**src/rtl/cpu_pkg.sv**
```systemverilog
// Shared encodings for the multi-cycle CPU controller: opcodes, FSM states,
// ALU and writeback codes, instruction field positions.
package cpu_pkg;

  localparam int DATA_W  = 16;
  localparam int RADDR_W = 3;

  localparam int OP_LSB    = 12;
  localparam int RD_LSB    = 9;
  localparam int RS_LSB    = 6;
  localparam int RT_LSB    = 3;
  localparam int LDI_IMM_W = 9;
  localparam int JMP_IMM_W = 12;

  localparam logic [3:0] OP_NOP  = 4'h0;
  localparam logic [3:0] OP_LDI  = 4'h1;
  localparam logic [3:0] OP_ADD  = 4'h2;
  localparam logic [3:0] OP_SUB  = 4'h3;
  localparam logic [3:0] OP_AND  = 4'h4;
  localparam logic [3:0] OP_OR   = 4'h5;
  localparam logic [3:0] OP_XOR  = 4'h6;
  localparam logic [3:0] OP_MOV  = 4'h7;
  localparam logic [3:0] OP_LD   = 4'h8;
  localparam logic [3:0] OP_ST   = 4'h9;
  localparam logic [3:0] OP_JMP  = 4'hA;
  localparam logic [3:0] OP_JZ   = 4'hB;
  localparam logic [3:0] OP_HALT = 4'hF;

  typedef enum logic [2:0] {
    S_IDLE   = 3'd0,
    S_FETCH  = 3'd1,
    S_DECODE = 3'd2,
    S_EXEC   = 3'd3,
    S_MEM    = 3'd4,
    S_WB     = 3'd5,
    S_HALT   = 3'd6
  } state_e;

  localparam logic [2:0] ALU_ADD = 3'd0;
  localparam logic [2:0] ALU_SUB = 3'd1;
  localparam logic [2:0] ALU_AND = 3'd2;
  localparam logic [2:0] ALU_OR  = 3'd3;
  localparam logic [2:0] ALU_XOR = 3'd4;

  localparam logic [1:0] WB_ALU = 2'd0;
  localparam logic [1:0] WB_IMM = 2'd1;
  localparam logic [1:0] WB_MEM = 2'd2;
  localparam logic [1:0] WB_RS  = 2'd3;

  typedef enum logic [3:0] {
    CLS_NOP  = 4'd0,
    CLS_ALU  = 4'd1,
    CLS_LDI  = 4'd2,
    CLS_MOV  = 4'd3,
    CLS_LD   = 4'd4,
    CLS_ST   = 4'd5,
    CLS_JMP  = 4'd6,
    CLS_JZ   = 4'd7,
    CLS_HALT = 4'd8
  } instr_class_e;

  function automatic logic [DATA_W-1:0] sext_ldi(input logic [LDI_IMM_W-1:0] f);
    return {{(DATA_W-LDI_IMM_W){f[LDI_IMM_W-1]}}, f};
  endfunction

endpackage

```
**src/rtl/cpu_instr_decode.sv**
```systemverilog
// Combinational instruction decoder: opcode -> class, ALU op, writeback
// source, immediate and illegal flag.
module cpu_instr_decode
  import cpu_pkg::*;
(
  input  logic [DATA_W-1:0] instr_i,
  output instr_class_e      cls_o,
  output logic [2:0]        alu_op_o,
  output logic [1:0]        wb_sel_o,
  output logic [DATA_W-1:0] imm_o,
  output logic              illegal_o
);

  logic [3:0] op;
  assign op = instr_i[OP_LSB +: 4];

  always_comb begin
    cls_o     = CLS_NOP;
    alu_op_o  = ALU_ADD;
    wb_sel_o  = WB_ALU;
    imm_o     = '0;
    illegal_o = 1'b0;
    case (op)
      OP_NOP: ;
      OP_LDI: begin
        cls_o    = CLS_LDI;
        wb_sel_o = WB_IMM;
        imm_o    = sext_ldi(instr_i[LDI_IMM_W-1:0]);
      end
      OP_ADD: begin cls_o = CLS_ALU; alu_op_o = ALU_ADD; end
      OP_SUB: begin cls_o = CLS_ALU; alu_op_o = ALU_SUB; end
      OP_AND: begin cls_o = CLS_ALU; alu_op_o = ALU_AND; end
      OP_OR:  begin cls_o = CLS_ALU; alu_op_o = ALU_OR;  end
      OP_XOR: begin cls_o = CLS_ALU; alu_op_o = ALU_XOR; end
      OP_MOV: begin cls_o = CLS_MOV; wb_sel_o = WB_RS;   end
      OP_LD:  begin cls_o = CLS_LD;  wb_sel_o = WB_MEM;  end
      OP_ST:  cls_o = CLS_ST;
      OP_JMP: begin
        cls_o = CLS_JMP;
        imm_o = {{(DATA_W-JMP_IMM_W){1'b0}}, instr_i[JMP_IMM_W-1:0]};
      end
      OP_JZ: begin
        cls_o = CLS_JZ;
        imm_o = {{(DATA_W-JMP_IMM_W){1'b0}}, instr_i[JMP_IMM_W-1:0]};
      end
      OP_HALT: cls_o = CLS_HALT;
      // Undefined opcodes fall through as a NOP with the illegal flag raised.
      default: illegal_o = 1'b1;
    endcase
  end

endmodule

```
**src/rtl/cpu_control_fsm.sv**
```systemverilog
// Multi-cycle FETCH/DECODE/EXEC/MEM/WB controller driving IR, PC and
// register-file strobes from the instruction held in the external IR.
module cpu_control_fsm #(
  parameter int DATA_W  = 16,
  parameter int RADDR_W = 3
) (
  input  logic               clk,
  input  logic               rst,
  input  logic               start,
  input  logic               mem_ready,
  input  logic [DATA_W-1:0]  ir_in,
  input  logic               alu_zero,
  output logic               ir_en,
  output logic               pc_inc,
  output logic               pc_load,
  output logic               mem_read,
  output logic               mem_write,
  output logic               addr_sel,
  output logic               reg_we,
  output logic [RADDR_W-1:0] rd_addr,
  output logic [RADDR_W-1:0] rs_addr,
  output logic [RADDR_W-1:0] rt_addr,
  output logic [2:0]         alu_op,
  output logic [1:0]         wb_sel,
  output logic [DATA_W-1:0]  imm_out,
  output logic               halted,
  output logic               illegal,
  output logic [2:0]         dbg_state_o
);
  import cpu_pkg::*;

  // Memory handshake: mem_read/mem_write is a request held high, unchanged,
  // until the cycle mem_ready is also high; that cycle completes the access.

  state_e              state_q, state_d;
  instr_class_e        cls_q, cls_d;
  logic [RADDR_W-1:0]  rd_q, rd_d, rs_q, rs_d, rt_q, rt_d;
  logic [2:0]          alu_op_q, alu_op_d;
  logic [1:0]          wb_sel_q, wb_sel_d;
  logic [DATA_W-1:0]   imm_q, imm_d;
  logic                illegal_q, illegal_d;

  logic ir_en_s, pc_inc_s, pc_load_s, mem_read_s, mem_write_s;
  logic addr_sel_s, reg_we_s, halted_s;

  instr_class_e        dec_cls;
  logic [2:0]          dec_alu_op;
  logic [1:0]          dec_wb_sel;
  logic [DATA_W-1:0]   dec_imm;
  logic                dec_illegal;

  cpu_instr_decode u_decode (
    .instr_i   (ir_in),
    .cls_o     (dec_cls),
    .alu_op_o  (dec_alu_op),
    .wb_sel_o  (dec_wb_sel),
    .imm_o     (dec_imm),
    .illegal_o (dec_illegal)
  );

  always_ff @(posedge clk) begin
    if (rst) begin
      state_q   <= S_IDLE;
      cls_q     <= CLS_NOP;
      rd_q      <= '0;
      rs_q      <= '0;
      rt_q      <= '0;
      alu_op_q  <= '0;
      wb_sel_q  <= '0;
      imm_q     <= '0;
      illegal_q <= 1'b0;
    end else begin
      state_q   <= state_d;
      cls_q     <= cls_d;
      rd_q      <= rd_d;
      rs_q      <= rs_d;
      rt_q      <= rt_d;
      alu_op_q  <= alu_op_d;
      wb_sel_q  <= wb_sel_d;
      imm_q     <= imm_d;
      illegal_q <= illegal_d;
    end
  end

  always_comb begin
    state_d     = state_q;
    cls_d       = cls_q;
    rd_d        = rd_q;
    rs_d        = rs_q;
    rt_d        = rt_q;
    alu_op_d    = alu_op_q;
    wb_sel_d    = wb_sel_q;
    imm_d       = imm_q;
    illegal_d   = illegal_q;
    ir_en_s     = 1'b0;
    pc_inc_s    = 1'b0;
    pc_load_s   = 1'b0;
    mem_read_s  = 1'b0;
    mem_write_s = 1'b0;
    addr_sel_s  = 1'b0;
    reg_we_s    = 1'b0;
    halted_s    = 1'b0;

    case (state_q)
      S_IDLE: begin
        if (start) state_d = S_FETCH;
      end
      S_FETCH: begin
        mem_read_s = 1'b1;
        if (mem_ready) begin
          ir_en_s  = 1'b1;
          pc_inc_s = 1'b1;
          state_d  = S_DECODE;
        end
      end
      S_DECODE: begin
        // IR was written at the previous edge, so ir_in is the new word here.
        cls_d    = dec_cls;
        rd_d     = ir_in[RD_LSB +: RADDR_W];
        rs_d     = ir_in[RS_LSB +: RADDR_W];
        rt_d     = ir_in[RT_LSB +: RADDR_W];
        alu_op_d = dec_alu_op;
        wb_sel_d = dec_wb_sel;
        imm_d    = dec_imm;
        if (dec_illegal) illegal_d = 1'b1;
        case (dec_cls)
          CLS_NOP:  state_d = S_FETCH;
          CLS_HALT: state_d = S_HALT;
          default:  state_d = S_EXEC;
        endcase
      end
      S_EXEC: begin
        case (cls_q)
          CLS_ALU, CLS_LDI, CLS_MOV: state_d = S_WB;
          CLS_LD: state_d = S_MEM;
          CLS_ST: begin
            mem_write_s = 1'b1;
            addr_sel_s  = 1'b1;
            if (mem_ready) state_d = S_FETCH;
          end
          CLS_JMP: begin
            pc_load_s = 1'b1;
            state_d   = S_FETCH;
          end
          CLS_JZ: begin
            pc_load_s = alu_zero;
            state_d   = S_FETCH;
          end
          default: state_d = S_FETCH;
        endcase
      end
      S_MEM: begin
        mem_read_s = 1'b1;
        addr_sel_s = 1'b1;
        if (mem_ready) state_d = S_WB;
      end
      S_WB: begin
        reg_we_s = 1'b1;
        state_d  = S_FETCH;
      end
      S_HALT: begin
        halted_s = 1'b1;
      end
      default: state_d = S_IDLE;
    endcase
  end

  // Reset silences every output in the same cycle, so an aborted
  // instruction cannot complete a strobe while rst is high.
  always_comb begin
    ir_en     = 1'b0;
    pc_inc    = 1'b0;
    pc_load   = 1'b0;
    mem_read  = 1'b0;
    mem_write = 1'b0;
    addr_sel  = 1'b0;
    reg_we    = 1'b0;
    rd_addr   = '0;
    rs_addr   = '0;
    rt_addr   = '0;
    alu_op    = '0;
    wb_sel    = '0;
    imm_out   = '0;
    halted    = 1'b0;
    illegal   = 1'b0;
    if (!rst) begin
      ir_en     = ir_en_s;
      pc_inc    = pc_inc_s;
      pc_load   = pc_load_s;
      mem_read  = mem_read_s;
      mem_write = mem_write_s;
      addr_sel  = addr_sel_s;
      reg_we    = reg_we_s;
      rd_addr   = rd_q;
      rs_addr   = rs_q;
      rt_addr   = rt_q;
      alu_op    = alu_op_q;
      wb_sel    = wb_sel_q;
      imm_out   = imm_q;
      halted    = halted_s;
      illegal   = illegal_q;
    end
  end

  assign dbg_state_o = state_q;

endmodule

```
**config.mk**
```make
export PLATFORM = sky130hd
export DESIGN_NAME = cpu_control_fsm
export DESIGN_NICKNAME = d
export VERILOG_FILES = /design/src/rtl/cpu_pkg.sv /design/src/rtl/cpu_instr_decode.sv /design/src/rtl/cpu_control_fsm.sv
export SDC_FILE = /design/constraint.sdc
export NUM_CORES = 1
export LEC_CHECK = 0
export ABC_AREA = 1
export BUFFER_PORTS_ARGS = -buffer_cell sky130_fd_sc_hd__buf_2
export CAP_MARGIN = 0
export CORE_MARGIN = 2
export CORE_UTILIZATION = 53
export DETAILED_ROUTE_END_ITERATION = 10
export PLACE_DENSITY = 0.84
export RECOVER_POWER = 25
export SYNTH_ARGS = -nofsm -noshare
export SYNTH_HDL_FRONTEND = slang
export SYNTH_SLANG_ARGS = --single-unit
```
**constraint.sdc**
```tcl
create_clock -name clk -period 3 [get_ports clk]
set_clock_uncertainty 0.2 [all_clocks]
set_input_delay 0.3 -clock clk [delete_from_list [all_inputs] [get_ports clk]]
set_output_delay 0.3 -clock clk [all_outputs]
set_load 0.05 [all_outputs]
```
After elaboration in Yosys (flattened, before gate mapping)
Cells that the tools add are included.
- flip-flop bits (word level): 38
- input bits: 21
- output and inout port bits: 42
- word-level logic and storage cells: 86
- equal/unequal tests: 30
- multiplexer cells: 35
- bitwise operators: 2
- reductions and logical operators: 10
- operators by type and width (cell ; count):
    4-bit by 3-bit equality test with 1-bit output (second input constant) ; 8
    16-bit one-hot mux with 2 select lines ; 1
    4-bit one-hot mux with 8 select lines ; 1
    4-bit equality test (second input constant) ; 6
    3-bit 2-to-1 mux ; 8
    3-bit one-hot mux with 7 select lines ; 1
    4-bit by 2-bit equality test with 1-bit output (second input constant) ; 4
    1-bit 2-to-1 mux ; 16
    16-bit 2-to-1 mux ; 1
    13-bit OR reduction ; 1
    3-bit one-hot mux with 4 select lines ; 1
    3-bit equality test (second input constant) ; 3
    3-bit one-hot mux with 3 select lines ; 1
    4-bit by 1-bit equality test with 1-bit output (second input constant) ; 2
    4-bit logical NOT ; 2
    3-bit by 2-bit equality test with 1-bit output (second input constant) ; 2
    2-bit inequality test (second input constant) ; 3
    2-bit one-hot mux with 3 select lines ; 1
    3-bit one-hot mux with 2 select lines ; 1
    5-bit AND reduction ; 1
    5-bit OR reduction ; 1
    1-bit one-hot mux with 2 select lines ; 2
    2-bit OR reduction ; 2
    3-bit by 1-bit equality test with 1-bit output (second input constant) ; 1
    other kinds (6) ; 7

Logic depth before layout (Yosys ltp)
- depth after elaboration: 6
- mapped depth: 9
- mapped depth without buffers: 9

By module
From an unflattened synthesis, not the netlist that was laid out.
- cell total of the unflattened synthesis: 325
- area total of the unflattened synthesis: 2115.8 sq um
- modules (own cells, without submodules) (module ; instances ; cells each ; area each (sq um) ; sequential area each (sq um)):
    cpu_control_fsm ; 1 ; 254 ; 1755.4 ; 760.7
    cpu_instr_decode ; 1 ; 71 ; 360.3 ; 0.0

Worst setup path before layout
OpenSTA, ideal clock, no wires.
- path kind: flip-flop to output port
- start: register state_q[0], in the netlist dbg_state_o[0]
- end: output reg_we
- arrival time: 2518 ps
- required time: 2500 ps
- slack: -18 ps
- stages on the path, launching flop included: 3
- path buffers: 0
- path through: dfxtp_1 > inv_1 > nor4_1
- longest elaborated chain between the ends: 3
- RTL lines (item ; RTL line ; source):
    from (decl) ; cpu_control_fsm.sv:35 ; state_e state_q, state_d;
    from (signal assigned) ; cpu_control_fsm.sv:73 ; state_q <= state_d;
    3-bit equality test ; cpu_control_fsm.sv:104 ; case (state_q)
    1-bit 2-to-1 mux ; cpu_control_fsm.sv:104 ;
    1-bit 2-to-1 mux ; cpu_control_fsm.sv:186 ; if (!rst) begin
    to (decl) ; cpu_control_fsm.sv:19 ; output logic reg_we,
Every way passes these cells.

Worst setup path after layout
- start: register state_q[0], in the netlist dbg_state_o[0]
- end: output pc_load
- longest elaborated chain between the ends: 3
- RTL lines (item ; RTL line ; source):
    3-bit by 2-bit equality test with 1-bit output ; cpu_control_fsm.sv:104 ;
    1-bit 2-to-1 mux ; cpu_control_fsm.sv:104 ;
    1-bit 2-to-1 mux ; cpu_control_fsm.sv:186 ;
    to (decl) ; cpu_control_fsm.sv:15 ; output logic pc_load,
Every way passes these cells.

==> qor.yml <==
power.leakage_uw: 0.00108
portBuffers: 62
final_cell_mix: "64 x nand2_1, 52 x inv_1, 51 x buf_2"
wirelength_mm: 3.96
grt_first_pass_wirelength_mm: 6.53
rsz0062_at_grt: "no"
synth_seq_area_share_pct: 38.9
grt_usage_pct: 21.2
fp.dieH_um: 62.3
dp_hpwl_mm: 2.77
final_nets: 359
min_from: "ir_in[10]"
syn_area_per_cell_um2: 6.54
clk_latency_ns: 0.34
setup_tns_ns: 0
postLayoutCoreUtil_pct: 66.6
diodes: 0
antenna_found_initial: 0
detail-route-antenna-nets: 0
r2r_start: "dbg_state_o[1]$_SDFFE_PP0P_"
ys_ff_latch: 35
numCtsBuffers: 5
viasPerCell: 4.63
worstPathRequired_ns: 2.50
rrSetupSlack_ns: 0.59
drt_iter0_markers: 122
synthSimpleGateAreaFrac_pct: 31.7
syn-num-nets: 296
synth_area_um2: 1800
hold_class: "in -> reg"
r2r_end: "imm_q[3]$_SDFFE_PP0P_"
postCtsSetupBuffers: 0
drcViolationCount: 0
clk_pin_slew_ns: 0.10
critPathMaxStageDelay_ns: 0.53
place.gp.congestion: 0.838
synth_top_family_by_area: "simple AND/OR/NAND/NOR gates"
cp.arrival_ns: 1.95
clock_sinks: 35
synthAdderAreaFrac_pct: 0
synth_cell_types: 23
maxSlewViolCount: 0
critPathMaxFanout: 8
post_cts_resized: 0
hold_depth: 2
wire_per_inst_um: 10.3
grt_pass1_vias: 1504
htree_levels: 2
path_cells: "inv_1 > nor2_1 > nand2_1 > a2111oi_2 > buf_2"
fmax_ghz: 0.409
io_pins: 63
vdd_drop_max_uv: 332
final_hold_viol_count: 0
drive_above_1_share_pct: 19.2
cp-end-kind: "output pin"
p_per_area_nw_per_um2: 467
start_util_pct: 54.3
num_vias: 1781
firstDrtPassIters: 4
final_common_cell: "nand2_1"
root_buffer: "clkbuf_4"
synthMuxAreaShare_pct: 0
area_growth_pct: 22.5
grt_max_degree: 46
cts_tree: "done"
die_width_um: 62.3
core_area_um2: 3310
cts_hold_buf: 8
report.final.setup_viol: 0
slowest_stage: "dfxtp_1"
max_slew.worst_pin.slew_ns: 1.02
ys_warn_count: 0
relSlewSlack_pct: 31.7
status: "finished clean"
dieArea_um2: 3880
min_period_ns: 2.45
cts_max_path_buffers: 2
criticalPathCategory: "reg -> out"
grt-ovfl-total: 0
min_to: "rd_q[1]$_SDFFE_PP0P_"
maxCapViolations: 0
row_count: 21
reg2reg_depth: 6
synthCells: 275
synth-xor-area-share_pct: 0
synth-compound-area-share_pct: 13.0
period_share_pct: 81.5
cp-start-kind: "flip-flop"
-- cell usage after synthesis, drive strengths merged --
| cell type | instances | area share (%) |
|---|---|---|
| a2111oi | 1 | 0.83 |
| a211oi | 1 | 0.42 |
| a21boi | 2 | 0.83 |
| a21oi | 9 | 2.5 |
| a22o | 3 | 1.5 |
| a31oi | 4 | 1.4 |
| buf | 14 | 5.3 |
| dfxtp | 35 | 39 |
| inv | 53 | 11 |
| nand2 | 64 | 13 |
| nand3 | 16 | 4.5 |
| nor2 | 49 | 12 |
| nor3 | 4 | 1.1 |
| nor4 | 1 | 0.35 |
| o211ai | 1 | 0.42 |
| o21ai | 16 | 4.5 |
| o22ai | 2 | 0.70 |
-- final cells by class --
class,count,area [um2]
clock buffers,8,68.8
fillers,325,1110
inverters,53,199
multi-input cells,173,801
flip-flops and latches,35,701
well taps,46,57.6
repair buffers,70,377
-- worst max-delay path by stage --
stage / start / endpoint / slack, ns / cells past startpoint
floorplan: dbg_state_o[0]$_SDFFE_PP0P_ / pc_inc / 0.04 / 3
global placement: dbg_state_o[1]$_SDFFE_PP0P_ / imm_q[3]$_SDFFE_PP0P_ / 1.03 / 6
detailed placement: dbg_state_o[1]$_SDFFE_PP0P_ / imm_q[3]$_SDFFE_PP0P_ / 0.95 / 6
CTS: dbg_state_o[0]$_SDFFE_PP0P_ / pc_load / 0.67 / 5
global route: dbg_state_o[1]$_SDFFE_PP0P_ / imm_q[4]$_SDFFE_PP0P_ / 0.32 / 6
finish: dbg_state_o[0]$_SDFFE_PP0P_ / pc_load / 0.55 / 5
-- per-layer routing --
metal	track usage, %	routed length (um)	vias to the layer above
met4	6.67	45	0
met5	0	0	-
li1	-	-	965
met1	25.9	1850	760
met2	35.1	1820	51
met3	7.25	248	5
-- cell families after synthesis --
group,after synthesis
compound gates,39
buf+inv,67
simple gates,134
flops,35
-- state kept, by name, summed over array words and instances (netlist names) --
signal	flops
cls_q	4
illegal_q	1
rt_q	3
alu_op_q	3
wb_sel_q	2
dbg_state_o	3
rs_q	3
imm_q	13
rd_q	3
-- where the power goes --
group	internal, uW	switching, uW
Clock	138	152
Combinational	64.0	166
Sequential	490	18.8
-- critical path, delay by kind of cell (launching register included) --
family	cells	cell delay, ns
buffers and inverters	2	0.46
AO/OA/AOI/OAI	1	0.20
AND/OR/NAND/NOR	2	0.42
flip-flops	1	0.53
-- stage by stage --
step           setup slack [ns]  hold WS, ns  power [uW]  area, um2  std cells
3_3_place_gp               1.03        0.256         742       2080        369
3_5_place_dp              0.946        0.268         744       2080        369
6_report                  0.554       0.0224        1030       2200        385
4_1_cts                   0.669      0.00588        1040       2230        385
2_1_floorplan            0.0400        0.216         699       1810        275
5_1_grt                   0.322      0.00604        1090       2200        385
Note: power is estimated with default switching activity, not from simulation.
